--- config.mk ---
export PLATFORM = sky130hd
export DESIGN_NAME = csa_accumulator
export DESIGN_NICKNAME = d
export VERILOG_FILES = /design/src/rtl/csa_pkg.sv /design/src/rtl/csa_compress_3to2.sv /design/src/rtl/csa_accumulator.sv
export SDC_FILE = /design/constraint.sdc
export NUM_CORES = 1
export LEC_CHECK = 0
export BUFFER_PORTS_ARGS = -buffer_cell sky130_fd_sc_hd__buf_4
export CAP_MARGIN = 20
export CORE_MARGIN = 2
export CORE_UTILIZATION = 40
export DETAILED_ROUTE_END_ITERATION = 10
export PLACE_DENSITY = 0.55
export SKIP_CTS_REPAIR_TIMING = 1
export SYNTH_ARGS = -nofsm -noshare
export SYNTH_HDL_FRONTEND = slang
export SYNTH_SLANG_ARGS = --single-unit
--- constraint.sdc ---
create_clock -name clk -period 3.8 [get_ports clk]
set_input_delay 0.19 -clock clk [delete_from_list [all_inputs] [get_ports clk]]
set_output_delay 0.19 -clock clk [all_outputs]
set_load 0.005 [all_outputs]
--- src/rtl/csa_pkg.sv ---
// Shared types and constant helpers for the carry-save tap-sum accumulator.
package csa_pkg;

   typedef enum logic [1:0] {
      ACCUM   = 2'd0,
      RESOLVE = 2'd1,
      OUTPUT  = 2'd2
   } state_t;

   function automatic int n_chunks(input int acc_width, input int chunk);
      return (acc_width + chunk - 1) / chunk;
   endfunction

   function automatic longint sat_max(input int width);
      return (64'sd1 <<< (width - 1)) - 64'sd1;
   endfunction

   function automatic longint sat_min(input int width);
      return -(64'sd1 <<< (width - 1));
   endfunction

   localparam int     WIDTH_DEFAULT = 32;
   localparam longint SAT_MAX       = sat_max(WIDTH_DEFAULT);
   localparam longint SAT_MIN       = sat_min(WIDTH_DEFAULT);

endpackage

--- src/rtl/csa_compress_3to2.sv ---
// ACC_WIDTH-bit 3:2 carry-save compressor; carry output is already weighted (shifted left).
module csa_compress_3to2 #(
   parameter int W = 40
) (
   input  logic [W-1:0] a,
   input  logic [W-1:0] b,
   input  logic [W-1:0] x,
   output logic [W-1:0] s,
   output logic [W-1:0] c
);

   assign s = a ^ b ^ x;
   assign c = ((a & b) | (a & x) | (b & x)) << 1;

endmodule

--- src/rtl/csa_accumulator.sv ---
// Streaming carry-save tap-sum accumulator with chunked carry-propagate resolve.
// Optional CSA_SAT_EN: saturate the resolved sum to the signed WIDTH range instead of wrapping.
module csa_accumulator
   import csa_pkg::*;
#(
   parameter int WIDTH     = 32,
   parameter int ACC_WIDTH = 40,
   parameter int CHUNK     = 8
) (
   input  logic             clk,
   input  logic             rst,
   input  logic             in_valid,
   output logic             in_ready,
   input  logic [WIDTH-1:0] in_data,
   input  logic             in_last,
   output logic             out_valid,
   input  logic             out_ready,
   output logic [WIDTH-1:0] out_data
);

   localparam int N     = n_chunks(ACC_WIDTH, CHUNK);
   localparam int PAD_W = N * CHUNK;
   localparam int KW    = (N > 1) ? $clog2(N) : 1;
`ifdef CSA_SAT_EN
   localparam int RES_W = ACC_WIDTH;
`else
   localparam int RES_W = WIDTH;
`endif

   state_t               state;
   logic [ACC_WIDTH-1:0] s_q, c_q, x, s_d, c_d;
   logic [KW-1:0]        k;
   logic                 carry;
   logic [RES_W-1:0]     result;
   logic [PAD_W-1:0]     s_pad, c_pad;
   logic [CHUNK:0]       chunk_sum;

   assign x = ACC_WIDTH'($signed(in_data));

   csa_compress_3to2 #(.W(ACC_WIDTH)) u_compress (
      .a (s_q),
      .b (c_q),
      .x (x),
      .s (s_d),
      .c (c_d)
   );

   // Zero padding lets the top chunk use the same slice width; its overflow is never stored.
   assign s_pad     = PAD_W'(s_q);
   assign c_pad     = PAD_W'(c_q);
   assign chunk_sum = {1'b0, s_pad[int'(k)*CHUNK +: CHUNK]}
                    + {1'b0, c_pad[int'(k)*CHUNK +: CHUNK]}
                    + (CHUNK+1)'(carry);

   always_ff @(posedge clk or posedge rst) begin
      if (rst) begin
         state     <= ACCUM;
         s_q       <= '0;
         c_q       <= '0;
         k         <= '0;
         carry     <= 1'b0;
         result    <= '0;
         in_ready  <= 1'b1;
         out_valid <= 1'b0;
      end else begin
         case (state)
            ACCUM: begin
               if (in_valid && in_ready) begin
                  s_q <= s_d;
                  c_q <= c_d;
                  if (in_last) begin
                     state    <= RESOLVE;
                     k        <= '0;
                     carry    <= 1'b0;
                     in_ready <= 1'b0;
                  end
               end
            end
            RESOLVE: begin
               for (int i = 0; i < RES_W; i++)
                  if (i / CHUNK == int'(k)) result[i] <= chunk_sum[i % CHUNK];
               carry <= chunk_sum[CHUNK];
               if (int'(k) == N - 1) begin
                  state     <= OUTPUT;
                  out_valid <= 1'b1;
               end else begin
                  k <= k + 1'b1;
               end
            end
            OUTPUT: begin
               if (out_ready) begin
                  s_q       <= '0;
                  c_q       <= '0;
                  out_valid <= 1'b0;
                  in_ready  <= 1'b1;
                  state     <= ACCUM;
               end
            end
            default: state <= ACCUM;
         endcase
      end
   end

`ifdef CSA_SAT_EN
   localparam logic signed [ACC_WIDTH-1:0] MAX_A = ACC_WIDTH'(sat_max(WIDTH));
   localparam logic signed [ACC_WIDTH-1:0] MIN_A = ACC_WIDTH'(sat_min(WIDTH));

   always_comb begin
      out_data = result[WIDTH-1:0];
      if ($signed(result) > MAX_A)      out_data = MAX_A[WIDTH-1:0];
      else if ($signed(result) < MIN_A) out_data = MIN_A[WIDTH-1:0];
   end
`else
   assign out_data = result;
`endif

endmodule
After elaboration in Yosys (flattened, before gate mapping)
Cells that the tools add are included.

storage, ports and cells
  bits of input ports = 37
  register bits = 120
  logic and storage cells = 72
  output and inout bits = 34

operators by class
  $add $sub $neg = 3
  muxes and demuxes = 22
  reduce and logical (&&, ||, !) cells = 16
  equality and inequality tests = 11
  bitwise logic cells = 7
  shifts and indexed selects = 2

operator list
  cell                                           number
  case mux 40 bit (2 select lines)               2
  two-way mux 40 bit                             3
  bitwise AND 39 bit                             3
  variable part select 40 x 7 -> 8 bit           2
  XOR 40 bit                                     2
  bitwise OR 39 bit                              2
  AND reduction 4 bit                            3
  != test 2 bit (second input constant)          5
  adder 8 x 8 -> 9 bit                           1
  adder 9 x 1 -> 9 bit                           1
  two-way mux 3 bit                              3
  AND reduction 3 bit                            3
  two-way mux 2 bit                              4
  AND reduction 2 bit                            4
  == test 3 bit (first input constant)           2
  case mux 1 bit (2 select lines)                3
  case mux 2 bit (3 select lines)                1
  case mux 3 bit (2 select lines)                1
  nonzero test 2 bit                             3
  two-way mux 1 bit                              5
  adder 3 x 1 -> 3 bit (second input constant)   1
  == test 2 x 3 -> 1 bit (first input constant)  1
  == test 3 bit (second input constant)          1
  zero test 3 bit                                1
  4 further kinds                                4

Logic depth before layout (Yosys ltp)
Gate-level depths: netlist (run 1).

  word-level depth = 5
  gate-level depth with buffers = 13

Modules after synthesis
From an unflattened synthesis (run 1), not the netlist that was laid out.

unflattened totals
  cell total of the unflattened synthesis = 498
  area total of the unflattened synthesis = 6,242.2 um^2

modules (own cells, without submodules)
  module             sequential area each (um^2)  times used  area an instance (um^2)  cells an instance
  csa_accumulator    3,004.1                      1           5,426.5                  456
  csa_compress_3to2  0.0                          1           815.8                    42

Worst setup path after synthesis (run 1)
OpenSTA, ideal clock, no wires.

  kind = register -> register
  from = register k[0]
  to = register result[14] (netlist: out_data[14])
  setup slack = 851 ps
  cell stages (with the launch flop) = 12
  arrival time = 2,811 ps
  required time = 3,662 ps
  cell sequence = dfrtp_1 -> clkbuf_1 -> mux4_2 -> a22o_1 -> fa_1 -> inv_1 -> fa_1 -> nor2b_1 -> o31a_1 -> o21ai_1 -> nor3b_2 -> o31ai_1

on the way
  word-level cells in the longest chain between the ends = 3

RTL lines
  what                                                     line                                          text
  start: declaration                                       csa_accumulator.sv:32                         logic [KW-1:0] k;
  start signal: assignment                                 csa_accumulator.sv:87                         k <= k + 1'b1;
  variable part select 40 x 7 -> 8 bit (on tied branches)  csa_accumulator.sv:51, csa_accumulator.sv:52
  adder 8 x 8 -> 9 bit                                     csa_accumulator.sv:52                         + {1'b0, c_pad[int'(k)*CHUNK +: CHUNK]}
  adder 9 x 1 -> 9 bit                                     csa_accumulator.sv:53                         + (CHUNK+1)'(carry);
  end: declaration                                         csa_accumulator.sv:34                         logic [RES_W-1:0] result;

Parallel ways exist; a longest one is shown, timed or not.
A chain may end at the register's enable or synchronous reset.

Final worst setup path (run 1)
  from = register k[1]
  to = register result[6] (netlist: out_data[6])

Same word-level chain as after synthesis.

==> results of run 1 <==
-- state kept, by name, summed over array words and instances, names as in the netlist --
signal / flops
k: 3
c_pad: 39
s_pad: 40
out_valid: 1
out_data: 32
carry: 1
in_ready: 1
state: 2
-- how the worst max path moves through the flow --
stage / startpoint / end / slack (ps) / cells past startpoint
finish: k[1] / out_data[6] / 530 / 12
floorplan: rst / c_pad[10] / 450 / 1
global route: k[1] / out_data[6] / 240 / 13
CTS: k[1] / out_data[6] / 520 / 12
detailed placement: k[1] / out_data[6] / 560 / 12
global placement: k[1] / out_data[6] / 720 / 12
-- tightest hold or removal path, stage by stage --
cell                      delay (ps)
sky130_fd_sc_hd__buf_4            90
sky130_fd_sc_hd__nand2_1          50
sky130_fd_sc_hd__nand2_1          50
sky130_fd_sc_hd__nand2_1          40
-- metrics by stage --
stage          cell area, sq um  power (mW)
6_report                   7311       6.772
5_1_grt                    7311       7.323
4_1_cts                    7301       6.845
3_5_place_dp               6751       5.290
3_3_place_gp               6751       5.205
2_1_floorplan              6041       4.309
-- cell families (layout without fill, tap and decap cells) --
kind of cell,after synthesis,in the layout,share of synthesized area
mux,27,27,0.07415
compound gates,152,152,0.1910
fa+ha+maj,53,53,0.1595
xor+xnor,5,5,0.007249
simple gates,57,57,0.04412
buf+inv,38,119,0.03086
flops,119,119,0.4932
-- synth_stat cells, types with 2 or more instances --
cell type                  count  area (sq um)
sky130_fd_sc_hd__a21o_1        2         15.01
sky130_fd_sc_hd__nand2b_1      2         12.51
sky130_fd_sc_hd__clkbuf_1     12         45.04
sky130_fd_sc_hd__xor2_1        4         35.03
sky130_fd_sc_hd__mux2i_1       2         20.02
sky130_fd_sc_hd__a22o_1       92         805.8
sky130_fd_sc_hd__o21ai_0      30         150.1
sky130_fd_sc_hd__a21oi_1      10         50.05
sky130_fd_sc_hd__ha_1         13         162.7
sky130_fd_sc_hd__o21a_1        3         22.52
sky130_fd_sc_hd__nor2b_1       3         18.77
sky130_fd_sc_hd__dfrtp_1     118          2953
sky130_fd_sc_hd__buf_6         3         33.78
sky130_fd_sc_hd__mux2_2       12         135.1
sky130_fd_sc_hd__fa_1         40         800.8
sky130_fd_sc_hd__buf_4         2         15.01
sky130_fd_sc_hd__buf_2        11         55.05
sky130_fd_sc_hd__nand2_1      37         138.9
sky130_fd_sc_hd__mux4_2       13         292.8
sky130_fd_sc_hd__nor2_1        8         30.03
sky130_fd_sc_hd__o21ai_1       2         10.01
sky130_fd_sc_hd__o31ai_1       4         30.03
sky130_fd_sc_hd__inv_1         9         33.78
sky130_fd_sc_hd__a31oi_1       2         12.51
-- power by group --
| part | internal [mW] | switching [mW] | total, mW |
|---|---|---|---|
| Clock | 0.990 | 0.530 | 1.52 |
| Sequential | 1.82 | 0.568 | 2.39 |
| Combinational | 1.44 | 1.43 | 2.86 |
-- per-layer routing --
| layer | vias up | global-route usage | wire, um | part of all wire |
|---|---|---|---|---|
| met5 | - | 0 | 0 | 0 |
| met3 | 6 | 0.04597 | 492 | 0.036 |
| li1 | 1822 | - | - | - |
| met4 | 0 | 0.05042 | 105 | 0.0078 |
| met2 | 93 | 0.2657 | 6335 | 0.47 |
| met1 | 2094 | 0.2715 | 6598 | 0.49 |
-- final cells by class --
| cell class | count | area [sq um] |
|---|---|---|
| Fill cell | 1303 | 7333 |
| Sequential cell | 119 | 2979 |
| Multi-Input combinational cell | 294 | 2892 |
| Timing Repair Buffer | 79 | 620.6 |
| Clock buffer | 26 | 479.2 |
| Tap cell | 184 | 230.2 |
| Clock inverter | 4 | 70.07 |
| Inverter | 10 | 40.04 |
==> summary by stage, run 1 <==
Run status
The flow ran to the end, and the final reports show no timing, DRC or antenna violations.

Drt
The detailed-route DRC error count is 0. The final route contains 4,015 vias. In this run, the number of DRC markers left after iteration 0 of detailed routing was 299. Summed over all layers, the routed wires come to 13.53 mm. The wire length per cell is between 15 and 20 um.

The number of routed nets with antenna violations is 0. The per-cell via count in the routed design is 5.608. For this run, the detailed router's first-pass iteration total came to 4.

Cells and area
After the last flow step, the layout net total stands at around 610. Leaving out filler cells and counting taps, the final layout contains slightly above 700. Of the cells placed in the final design, the portion with a size suffix greater than 1 is 0.2500. The top cell types in the final layout, fill and taps aside, are sky130_fd_sc_hd__dfrtp_1 (118), sky130_fd_sc_hd__a22o_1 (92), sky130_fd_sc_hd__buf_4 (76), sky130_fd_sc_hd__fa_1 (40), sky130_fd_sc_hd__nand2_1 (37). Measured on the finished design, the core utilization comes to 0.4992.

The number of diodes added for antenna fixing is 0. The area added between synthesis and finish is 21.02%. The leading cell type in the layout, fill and taps excluded is sky130_fd_sc_hd__dfrtp_1.

STA
Setup repair after global routing left no endpoint under its margin. The final-report hold violation count is 0. The final count of negative-setup-slack endpoints is 0. The number of max-slew violations in the final report is 0. Once routing completed, OpenROAD measured the worst setup slack at around 530 ps. For the pin with the worst max-slew slack, the measured transition is 985.4 ps. Summed over all failing endpoints, the final setup total negative slack is 0 ps. For this run, the top clock speed supported by timing is 0.3057 GHz. Across the routed clock network, the largest skew measured is around 6.6 ps. The tightest hold path in the finished design has a slack of 60.87 ps.

The final critical path time including I/O delays and setup is about 3300 ps. Headroom to the max-slew limit came out at 0.3416. The share of the clock period used by the worst path after layout is 0.8608.

Die
The full die area is 16,100 sq um. In this run the horizontal extent of the chip is around 130 um. After floorplanning, the core was divided into 44 placement rows.

The floorplan step defined a core boundary enclosing 14,640 sq um. The boundary pin count is 71. Measured along the y axis, the die boundary spans 126.9 um. The initial utilization of the core area, before any placement, comes to 0.4125.

Power and ir drop
Across the VDD grid, the largest voltage drop is between 0.4 and 0.5 mV. The leakage power is ~3.5 nW. For this design the ratio of total power to cell area is roughly 930 nW/um^2.

Min path
The worst hold path begins at out_ready. The path with the worst hold slack has its endpoint at out_valid. The cell depth of the worst min-delay path is 4. The type of the most critical hold path is in -> reg.

GRT
The first global-routing pass estimated 22.78 mm of wire. For this run, the total global-route usage over all layers was measured as 0.1820. The number of antenna violations at the first check in global routing was 0. The via count of the first global-routing pass is 4,073. Entering global routing, the biggest net connects 82 pins. The aggregate global routing overflow is 0.

Setup path
The largest incremental delay on the critical path is 530 ps. STA puts the critical path data required time at between 4000 and 5000 ps. Together, buffers and inverters on the worst path number 2.

STA puts the critical path data arrival time at 3570 ps. Of all nets on the critical path, the largest fanout is 9. Walking the worst path, the cells encountered are buf_4, mux2_2, nand3_1, o21ai_0, fa_1, inv_1, fa_1, nor2b_1, o31a_1, o21ai_1, a21boi_0, o31ai_1.

The worst setup slack for register-to-register paths is 530 ps. STA classifies the critical path startpoint as a flip-flop. Among cell families on the critical path, the largest total delay comes from compound AO/OA/AOI/OAI gates. The slowest stage of the critical path belongs to the cell sky130_fd_sc_hd__dfrtp_1. In this run the critical register-to-register path is captured at out_data[6]. The most numerous cell on the critical path is sky130_fd_sc_hd__fa_1. The worst setup path is of the reg -> reg kind. The startpoint of the most critical register-to-register path is k[1]. The depth of the worst register-to-register path is 12.

The worst setup path is captured at a flip-flop.

Clock network
The clock network latency to the later pin of the worst-skew pair is 410 ps. The clock tree root driver cell is sky130_fd_sc_hd__clkbuf_16. The clock transition at the register clock pins on the worst setup and hold paths after CTS is 50 ps. The buffer depth of the longest clock path is 2. The tree built by TritonCTS fans out to 119 sinks. TritonCTS built the clock tree.

Clock tree synthesis inserted a total of 17 buffers. In this run the number of H-tree levels came out at 4.

Logic synthesis
Summing every instance area after synthesis gives 6041 sq um. The synthesis-stage register bit count is between 100 and 150. The gate count after technology mapping is 451. When the netlist entered floorplanning its net count stood at 541. Yosys mapped the design onto 41 distinct sky130hd cell types.

The top flip-flop cell by instance count after synthesis is sky130_fd_sc_hd__dfrtp_1. The mean area per synthesized cell is roughly 13 sq um. In this run, synthesis inferred 0 flip-flops with an integrated enable. For this run, asynchronously set or reset flops after synthesis account for 1.000.

Of the synthesized area, sequential elements account for 0.4932. The number of synthesis warnings is 0.

Placement
The count of placed standard cells including taps is 685. The routability-driven placement congestion ratio is slightly above 0.8. The number of I/O port buffers is 70. At the placement stage, the worst setup path has a slack of 557.2 ps. The half-perimeter wire length of the detailed placement result is 9.564 mm.

Job
Max-cap violations in this run came to 0.
Note: power is estimated with default switching activity, not from simulation.
==> run 2: changes to the inputs <==
--- a/config.mk
+++ b/config.mk
@@ -7,9 +7,11 @@
 export LEC_CHECK = 0
 export BUFFER_PORTS_ARGS = -buffer_cell sky130_fd_sc_hd__buf_4
 export CAP_MARGIN = 20
+export CORE_ASPECT_RATIO = 0.7
 export CORE_MARGIN = 2
 export CORE_UTILIZATION = 40
 export DETAILED_ROUTE_END_ITERATION = 10
+export MAX_ROUTING_LAYER = met4
 export PLACE_DENSITY = 0.55
 export SKIP_CTS_REPAIR_TIMING = 1
 export SYNTH_ARGS = -nofsm -noshare
==> summary by stage, run 2 (synthesis results as in run 1) <==
Cells and area
The leading cell type in the layout, fill and taps excluded is sky130_fd_sc_hd__dfrtp_1. The number of inserted filler cells in the final layout came to 1,295 (-0.61%). In the layout the commonest cells are sky130_fd_sc_hd__dfrtp_1 (118), sky130_fd_sc_hd__a22o_1 (92), sky130_fd_sc_hd__buf_4 (78), sky130_fd_sc_hd__fa_1 (40), sky130_fd_sc_hd__nand2_1 (37).

The footprint of the multi-input gates was 2892 sq um (unchanged). The number of diodes added for antenna fixing is 0 (unchanged). The flip-flop count of the largest register after layout is 40 (unchanged).

The final net count is 613 (+0.33%). The sequential cell area came to 2979 sq um (unchanged). The area growth from synthesis to layout is 24.36%.

The share of final-layout standard cells stronger than drive strength 1 is 0.2687 (+0.01866).

Die
The floorplan core area was 14,720 sq um (+0.53%). The boundary pin count came to 71 (unchanged). The die width is 150.9 um (+19%). The starting density of the core is 0.4103 (-0.002174). The full die area was 16,120 sq um (about the same).

The height of the die came to 106.8 um (-16%). The site row count is 37 (-16%).

STA
The upper clock frequency limit is 0.3078 GHz (+0.68%). The final critical path time including I/O delays and setup came to 3249 ps (-21.94 ps). The post-layout worst setup margin was 551.0 ps (+21.94 ps). Setup repair after global routing left no endpoint under its margin. The worst slew margin relative to its limit is 0.3984 (+0.05676). The share of the clock period used by the worst path after layout is 0.8550 (-0.005773).

The final count of negative-setup-slack endpoints is 0 (unchanged). The final worst clock skew is 9.295 ps (+2.687 ps). The post-route setup TNS is 0 ps (unchanged).

The number of max-slew violations in the final report is 0 (unchanged). The final-report hold violation count came to 0 (unchanged). The pin slew with the least headroom to its limit is 902.5 ps (-82.95 ps).

GRT
The number of antenna violations at the first check in global routing is 0 (unchanged). The via count of the first global-routing pass is 4,233 (+3.9%). The aggregate global routing overflow is 0 (unchanged). The wire length of the first global-routing pass is 23.83 mm (+4.6%). The largest net degree at the start of global routing is 82 (unchanged). The global router's overall resource usage came to 0.2023 (+0.02024).

Setup path
The critical setup path kind is reg -> reg. The critical path arrival was 3560 ps (about the same). The critical path startpoint is k[1]. Among all stages on the critical path, the largest delay is contributed by sky130_fd_sc_hd__mux4_2. Traced cell by cell, the critical path runs through mux4_2, a22o_1, fa_1, inv_1, fa_1, nor2b_1, o31a_1, o21ai_1, a21boi_0, o31ai_1.

Counting stages on the worst path, the most repeated cell is sky130_fd_sc_hd__fa_1. The kind of cell adding the most delay to the critical path is compound AO/OA/AOI/OAI gates. The category of the worst setup path launch point is a flip-flop. The count of buffering cells on the critical path with inverters included is 1 (-1). The worst register-to-register path begins at k[1]. The required time at the worst-slack endpoint came to 4110 ps (about the same).

The critical path endpoint category is a flip-flop. The largest incremental delay on the critical path is 560 ps (+30 ps). The largest fanout of any net on the critical path is 8 (-1). The worst setup slack for register-to-register paths is 550 ps (+20 ps).

Placement
The half-perimeter wire length of the detailed placement result was 9.924 mm (+3.8%). The number of I/O port buffers is 70 (unchanged). The worst slack at placement is 581.4 ps (+24.25 ps). The routability-driven placement congestion ratio is 0.8176 (-1.5%).

Clock network
The clock tree from TritonCTS is built. The buffer depth of the longest clock path is 2 (unchanged). The clock network latency to the later pin of the worst-skew pair is 410 ps (about the same). The clock tree root driver cell is sky130_fd_sc_hd__clkbuf_16.

The total number of clock tree sinks came to 119 (unchanged). The total clock buffers created by CTS was 17 (unchanged). The total number of H-tree levels is 4 (unchanged). The clock transition at the register clock pins on the worst setup and hold paths after CTS is 60 ps (about the same).

Drt
The per-cell via count in the routed design is 5.431 (-3.1%). The number of routed nets with antenna violations is 0 (unchanged). The wire length per cell came to 19.45 um (+2.9%). The vias after detailed routing is 3,970 (-1.1%). The number of iterations in the first detailed-routing pass is 5 (+1). The detailed-route DRC error count is 0 (unchanged). The starting DRC count in detailed routing is 314 (+5.0%). The wire length after detailed routing was 14.22 mm (+5.1%).

Run status
The run finished with clean final reports.

Power and ir drop
The largest voltage drop on the vdd net came to 0.4667 mV (+12%). The areal power density over the cells is 969.6 nW/um^2 (+4.7%). The leakage power is 3.574 nW (+2.4%).

Job
The count of maximum capacitance violations was 0 (unchanged).

Min path
The type of the most critical hold path is in -> reg. The startpoint of the lowest-slack hold path is out_ready.
run 2: changes by cell type in the layout (fill, tap and decap cells not counted):
cell / previous run / this run
sky130_fd_sc_hd__clkbuf_1: 7 / 0
sky130_fd_sc_hd__bufinv_16: 2 / 7
sky130_fd_sc_hd__clkinvlp_4: 0 / 3
sky130_fd_sc_hd__buf_4: 76 / 78
sky130_fd_sc_hd__clkbuf_8: 2 / 4
sky130_fd_sc_hd__clkinv_2: 2 / 0
sky130_fd_sc_hd__clkinv_4: 0 / 1
run 2: final timing paths:
check,end,cells past startpoint
setup / recovery,out_data[30],10
hold / removal,out_valid,4
setup reg to reg,out_data[30],10
hold reg to reg,out_data[15],2
max in group asynchronous,c_pad[27],4
min in group asynchronous,s_pad[33],3
run 2: power breakdown:
part / total, mW / switching [mW] / leakage [nW] / internal, mW
clock network: 1.97 / 0.599 / 0.342 / 1.37
registers: 2.37 / 0.552 / 1.55 / 1.82
logic: 2.95 / 1.48 / 1.68 / 1.47
total: 7.28 / 2.63 / 3.57 / 4.66
run 2: metrics by stage:
step / power [mW] / cell area [sq um] / util / hold WS, ps / instances
6_report: 7.284 / 7512 / 0.5103 / 48.54 / 731
5_1_grt: 7.842 / 7512 / 0.5103 / 69.33 / 731
4_1_cts: 7.356 / 7502 / 0.5096 / -81.92 / 730
3_5_place_dp: 5.350 / 6780 / 0.4606 / 363.9 / 698
3_3_place_gp: 5.229 / 6760 / 0.4592 / 355.7 / 697
2_1_floorplan: 4.309 / 6041 / - / 344.5 / 451
run 2: final cells by class:
class | count | area share
flip-flops and latches | 119 | 0.3966
multi-input cells | 294 | 0.3849
repair buffers | 81 | 0.08461
clock buffers | 21 | 0.06396
well taps | 195 | 0.03248
clock inverters | 11 | 0.03215
inverters | 10 | 0.005330
run 2: worst reg2reg max path: cells and delay by family (launching register included):
kind	cells	cell delay, ps
AND/OR/NAND/NOR	1	70
flip-flops	1	530
adder cells (fa/ha/maj)	2	660
multiplexers	1	560
buffers and inverters	1	120
AO/OA/AOI/OAI	5	1210
run 2: per-layer routing:
metal  part of all wire  track usage  vias to the layer above  wire length [um]
li1                   -            -                     1826                 -
met1               0.51       0.3118                     2050              7213
met2               0.44       0.2659                       85              6227
met3              0.045      0.04979                        9               642
met4             0.0092      0.05274                        0               131
met5                  0            -                        -                 0
==> run 3: changes to the inputs <==
--- a/config.mk
+++ b/config.mk
@@ -7,7 +7,6 @@
 export LEC_CHECK = 0
 export BUFFER_PORTS_ARGS = -buffer_cell sky130_fd_sc_hd__buf_4
 export CAP_MARGIN = 20
-export CORE_ASPECT_RATIO = 0.7
 export CORE_MARGIN = 2
 export CORE_UTILIZATION = 40
 export DETAILED_ROUTE_END_ITERATION = 10
@@ -16,4 +15,5 @@
 export SKIP_CTS_REPAIR_TIMING = 1
 export SYNTH_ARGS = -nofsm -noshare
 export SYNTH_HDL_FRONTEND = slang
+export SYNTH_HIERARCHICAL = 1
 export SYNTH_SLANG_ARGS = --single-unit
==> summary by stage, run 3 <==
STA
The share of the clock period used by the worst path after layout is 0.8560 (+0.001013). The final count of negative-setup-slack endpoints is 0 (unchanged). The number of max-slew violations in the final report is 0 (unchanged). The worst slew margin relative to its limit was 0.4004 (+0.002060).

The final worst clock skew came to 6.878 ps (-2.417 ps). Setup repair after global routing left no endpoint under its margin. The post-route setup TNS is 0 ps (unchanged).

The final-layout worst hold slack is 70.52 ps (+21.98 ps). The upper clock frequency limit came to 0.3074 GHz (-0.12%). The pin slew with the least headroom to its limit is 899.4 ps (-3.089 ps). The final critical path time including I/O delays and setup is 3253 ps (+3.851 ps). The final-report hold violation count is 0 (unchanged).

Power and ir drop
The combinational power share was 0.374 (-0.031). The largest voltage drop on the vdd net is 0.4593 mV (-1.6%). The power consumption is 6.336 mW (-13%). The design internal power was 3.941 mW (-15%). The share of power burned in the clock network is 0.247 (-0.023). The switching power is 2.395 mW (-8.8%). The fraction of power spent switching nets was 0.3780 (+0.01752). The areal power density over the cells is 852.6 nW/um^2 (-12%). The part of the total power dissipated in sequential elements is 0.379 (+0.054). The leakage power is 3.571 nW (about the same).

Logic synthesis
The netlist area before placement is 6242 sq um (+3.3%). The commonest cells after synthesis are sky130_fd_sc_hd__dfrtp_1 (119), sky130_fd_sc_hd__a22o_1 (80), sky130_fd_sc_hd__fa_1 (41). The proportion of register bits with asynchronous set or reset after synthesis came to 1.000 (unchanged). The gate count after technology mapping is 498 (+10%). The number of synthesis warnings is 6 (+6).

In the post-synthesis netlist, the biggest area contributors are sky130_fd_sc_hd__dfrtp_1 (48%), sky130_fd_sc_hd__fa_1 (13%), sky130_fd_sc_hd__a22o_1 (11%). The synthesis-stage register bit count is 120 (+0.84%). The library cell with the highest instance count after synthesis is sky130_fd_sc_hd__dfrtp_1. The share of synthesized area occupied by flip-flops and latches is 0.4813 (-0.01191).

The number of flops mapped to enable cells by yosys is 0 (unchanged). The number of nets in the synthesized netlist is 588 (+8.7%). For this run, the leading register cell type out of synthesis is sky130_fd_sc_hd__dfrtp_1. Summed over all instances, the cell type with the most area after synthesis is sky130_fd_sc_hd__dfrtp_1. The share of Yosys cell area claimed by the top area cell type came to 0.4770 (-0.01177).

The count of cell types in the netlist is 41 (unchanged). The mean area per synthesized cell came to 12.53 sq um (-6.4%).

GRT
The via count of the first global-routing pass is 4,261 (+0.66%). The number of antenna violations at the first check in global routing came to 0 (unchanged). The aggregate global routing overflow is 0 (unchanged). The largest net degree at the start of global routing was 82 (unchanged). The global router's overall resource usage is 0.1972 (-0.005111). The wire length of the first global-routing pass is 23.89 mm (+0.26%).

Setup path
The worst setup path is launched from a flip-flop. The capturing element of the worst setup path is out_data[6]. Among the stages of the critical path, the cell type that occurs most often is sky130_fd_sc_hd__fa_1.

The largest fanout of any net on the critical path came to 20 (+12). The master of the slowest instance on the critical path is sky130_fd_sc_hd__dfrtp_1. The critical path goes through nand2_1, o22ai_1, fa_1, inv_1, fa_1, nor2b_4, o31a_1, o21ai_2, nor3b_4, o31ai_1.

The depth of the worst register-to-register path is 10 (unchanged). The required time at the worst-slack endpoint came to 4110 ps (about the same). STA classifies the critical path endpoint as a flip-flop. The worst setup slack for register-to-register paths is 550 ps (about the same). The startpoint of the most critical register-to-register path is k[1].

The largest incremental delay on the critical path is 730 ps (+170 ps). The destination of the worst register-to-register timing path is out_data[6]. The critical setup path kind is reg -> reg. The critical path startpoint is k[1]. The critical path arrival came to 3560 ps (about the same).

Drt
The number of iterations in the first detailed-routing pass is 5 (unchanged). The vias after detailed routing was 4,198 (+5.7%). The wire length after detailed routing is 14.88 mm (+4.7%). The per-cell via count in the routed design is 5.516 (+1.6%). The starting DRC count in detailed routing is 318 (+1.3%). The detailed-route DRC error count is 0 (unchanged).

The wire length per cell is 19.56 um (+0.57%). The number of routed nets with antenna violations is 0 (unchanged).

Cells and area
The final net count is 652 (+6.4%). In the layout the commonest cells are sky130_fd_sc_hd__dfrtp_1 (119), sky130_fd_sc_hd__a22o_1 (80), sky130_fd_sc_hd__buf_4 (78), sky130_fd_sc_hd__fa_1 (41), sky130_fd_sc_hd__nand2_1 (37). The number of inserted filler cells in the final layout is 1,392 (+7.5%). The post-layout instance count excluding filler cells is 761 (+4.1%). The share of final-layout standard cells stronger than drive strength 1 was 0.2199 (-0.04876). From synthesis to final layout, the design area changed by 19.06%.

The library cell used most frequently in the layout, excluding fill and tap cells, is sky130_fd_sc_hd__dfrtp_1. The number of diodes added for antenna fixing was 0 (unchanged).

Run status
The flow ran to the end, and the final reports show no timing, DRC or antenna violations.

Placement
The routability-driven placement congestion ratio came to 0.8402 (+2.8%). The half-perimeter wire length of the detailed placement result is 10.32 mm (+4.0%). The count of placed standard cells including taps came to 730 (+4.6%). The number of I/O port buffers is 70 (unchanged).

Clock network
The buffer depth of the longest clock path was 2 (unchanged). The total number of clock tree sinks is 120 (+0.84%). TritonCTS built the clock tree. The clock network latency to the later pin of the worst-skew pair is 410 ps (about the same). The clock transition at the register clock pins on the worst setup and hold paths after CTS is 60 ps (about the same). The total number of H-tree levels is 4 (unchanged).

The cell sitting at the root of the clock tree is a sky130_fd_sc_hd__clkbuf_16. The total clock buffers created by CTS came to 17 (unchanged).

Die
The die width is 128.9 um (-15%). The boundary pin count is 71 (unchanged). The full die area is 16,620 sq um (+3.1%). The height of the die is 128.9 um (+21%). The floorplan core area is 15,200 sq um (+3.3%).

The site row count is 45 (+22%). The starting density of the core is 0.4106 (about the same).

Min path
In this run the worst hold path is classified as in -> reg.

Job
The count of maximum capacitance violations was 0 (unchanged).
-- run 3: how the worst min path moves through the flow --
stage          startpoint        end  slack [ps]  depth (start not counted)
6_report          in_last   state[0]          70                          3
5_1_grt         out_ready  out_valid          90                          4
4_1_cts               rst  s_pad[32]         -30                          2
3_5_place_dp          rst   c_pad[1]         410                          2
3_3_place_gp          rst   c_pad[1]         410                          2
2_1_floorplan     in_last   state[0]         340                          2
-- run 3: final cells by class --
cell class / instances / area (sq um) / share of cell area
flip-flops and latches: 120 / 3004 / 0.4042
multi-input cells: 333 / 2983 / 0.4013
repair buffers: 79 / 595.6 / 0.08013
clock buffers: 21 / 470.5 / 0.06330
well taps: 188 / 235.2 / 0.03165
clock inverters: 9 / 100.1 / 0.01347
inverters: 11 / 43.79 / 0.005892
-- run 3: kinds of logic after synthesis --
logic type,after synthesis,synth area share
xor+xnor,5,0.009420
simple gates,68,0.04750
other cells,1,0.0006007
mux,41,0.06755
flops,120,0.4813
fa+ha+maj,53,0.1555
compound gates,165,0.1962
buf+inv,45,0.04189
-- run 3: metal layers --
| layer | part of all wire | GRT usage | vias to the layer above |
|---|---|---|---|
| met3 | 0.040 | 0.04657 | 9 |
| met5 | 0 | - | - |
| met4 | 0.0089 | 0.05371 | 0 |
| met1 | 0.48 | 0.2827 | 2140 |
| met2 | 0.47 | 0.2817 | 97 |
| li1 | - | - | 1952 |
-- run 3: stage by stage --
stage	area, sq um	util	worst slack [ps]
after floorplan	6242	-	425.8
after global placement	6852	0.4507	744.0
after detailed placement	6852	0.4507	641.2
after CTS	7422	0.4882	637.9
after global routing	7432	0.4889	291.6
final	7432	0.4889	547.1
-- run 3: power groups by stage --
stage	registers (mW)	logic (mW)	clock network [mW]
after floorplan	2.22	1.76	0
final	2.40	2.37	1.56
after detailed placement	2.43	2.38	0
after CTS	2.41	2.40	1.60
after global placement	2.41	2.32	0
after global routing	2.50	2.65	1.67
-- run 3: critical path, delay by kind of cell (launching register included) --
family / cells / cell delay, ps
AO/OA/AOI/OAI: 4 / 830
adder cells (fa/ha/maj): 2 / 720
buffers and inverters: 1 / 70
flip-flops: 1 / 730
AND/OR/NAND/NOR: 3 / 790
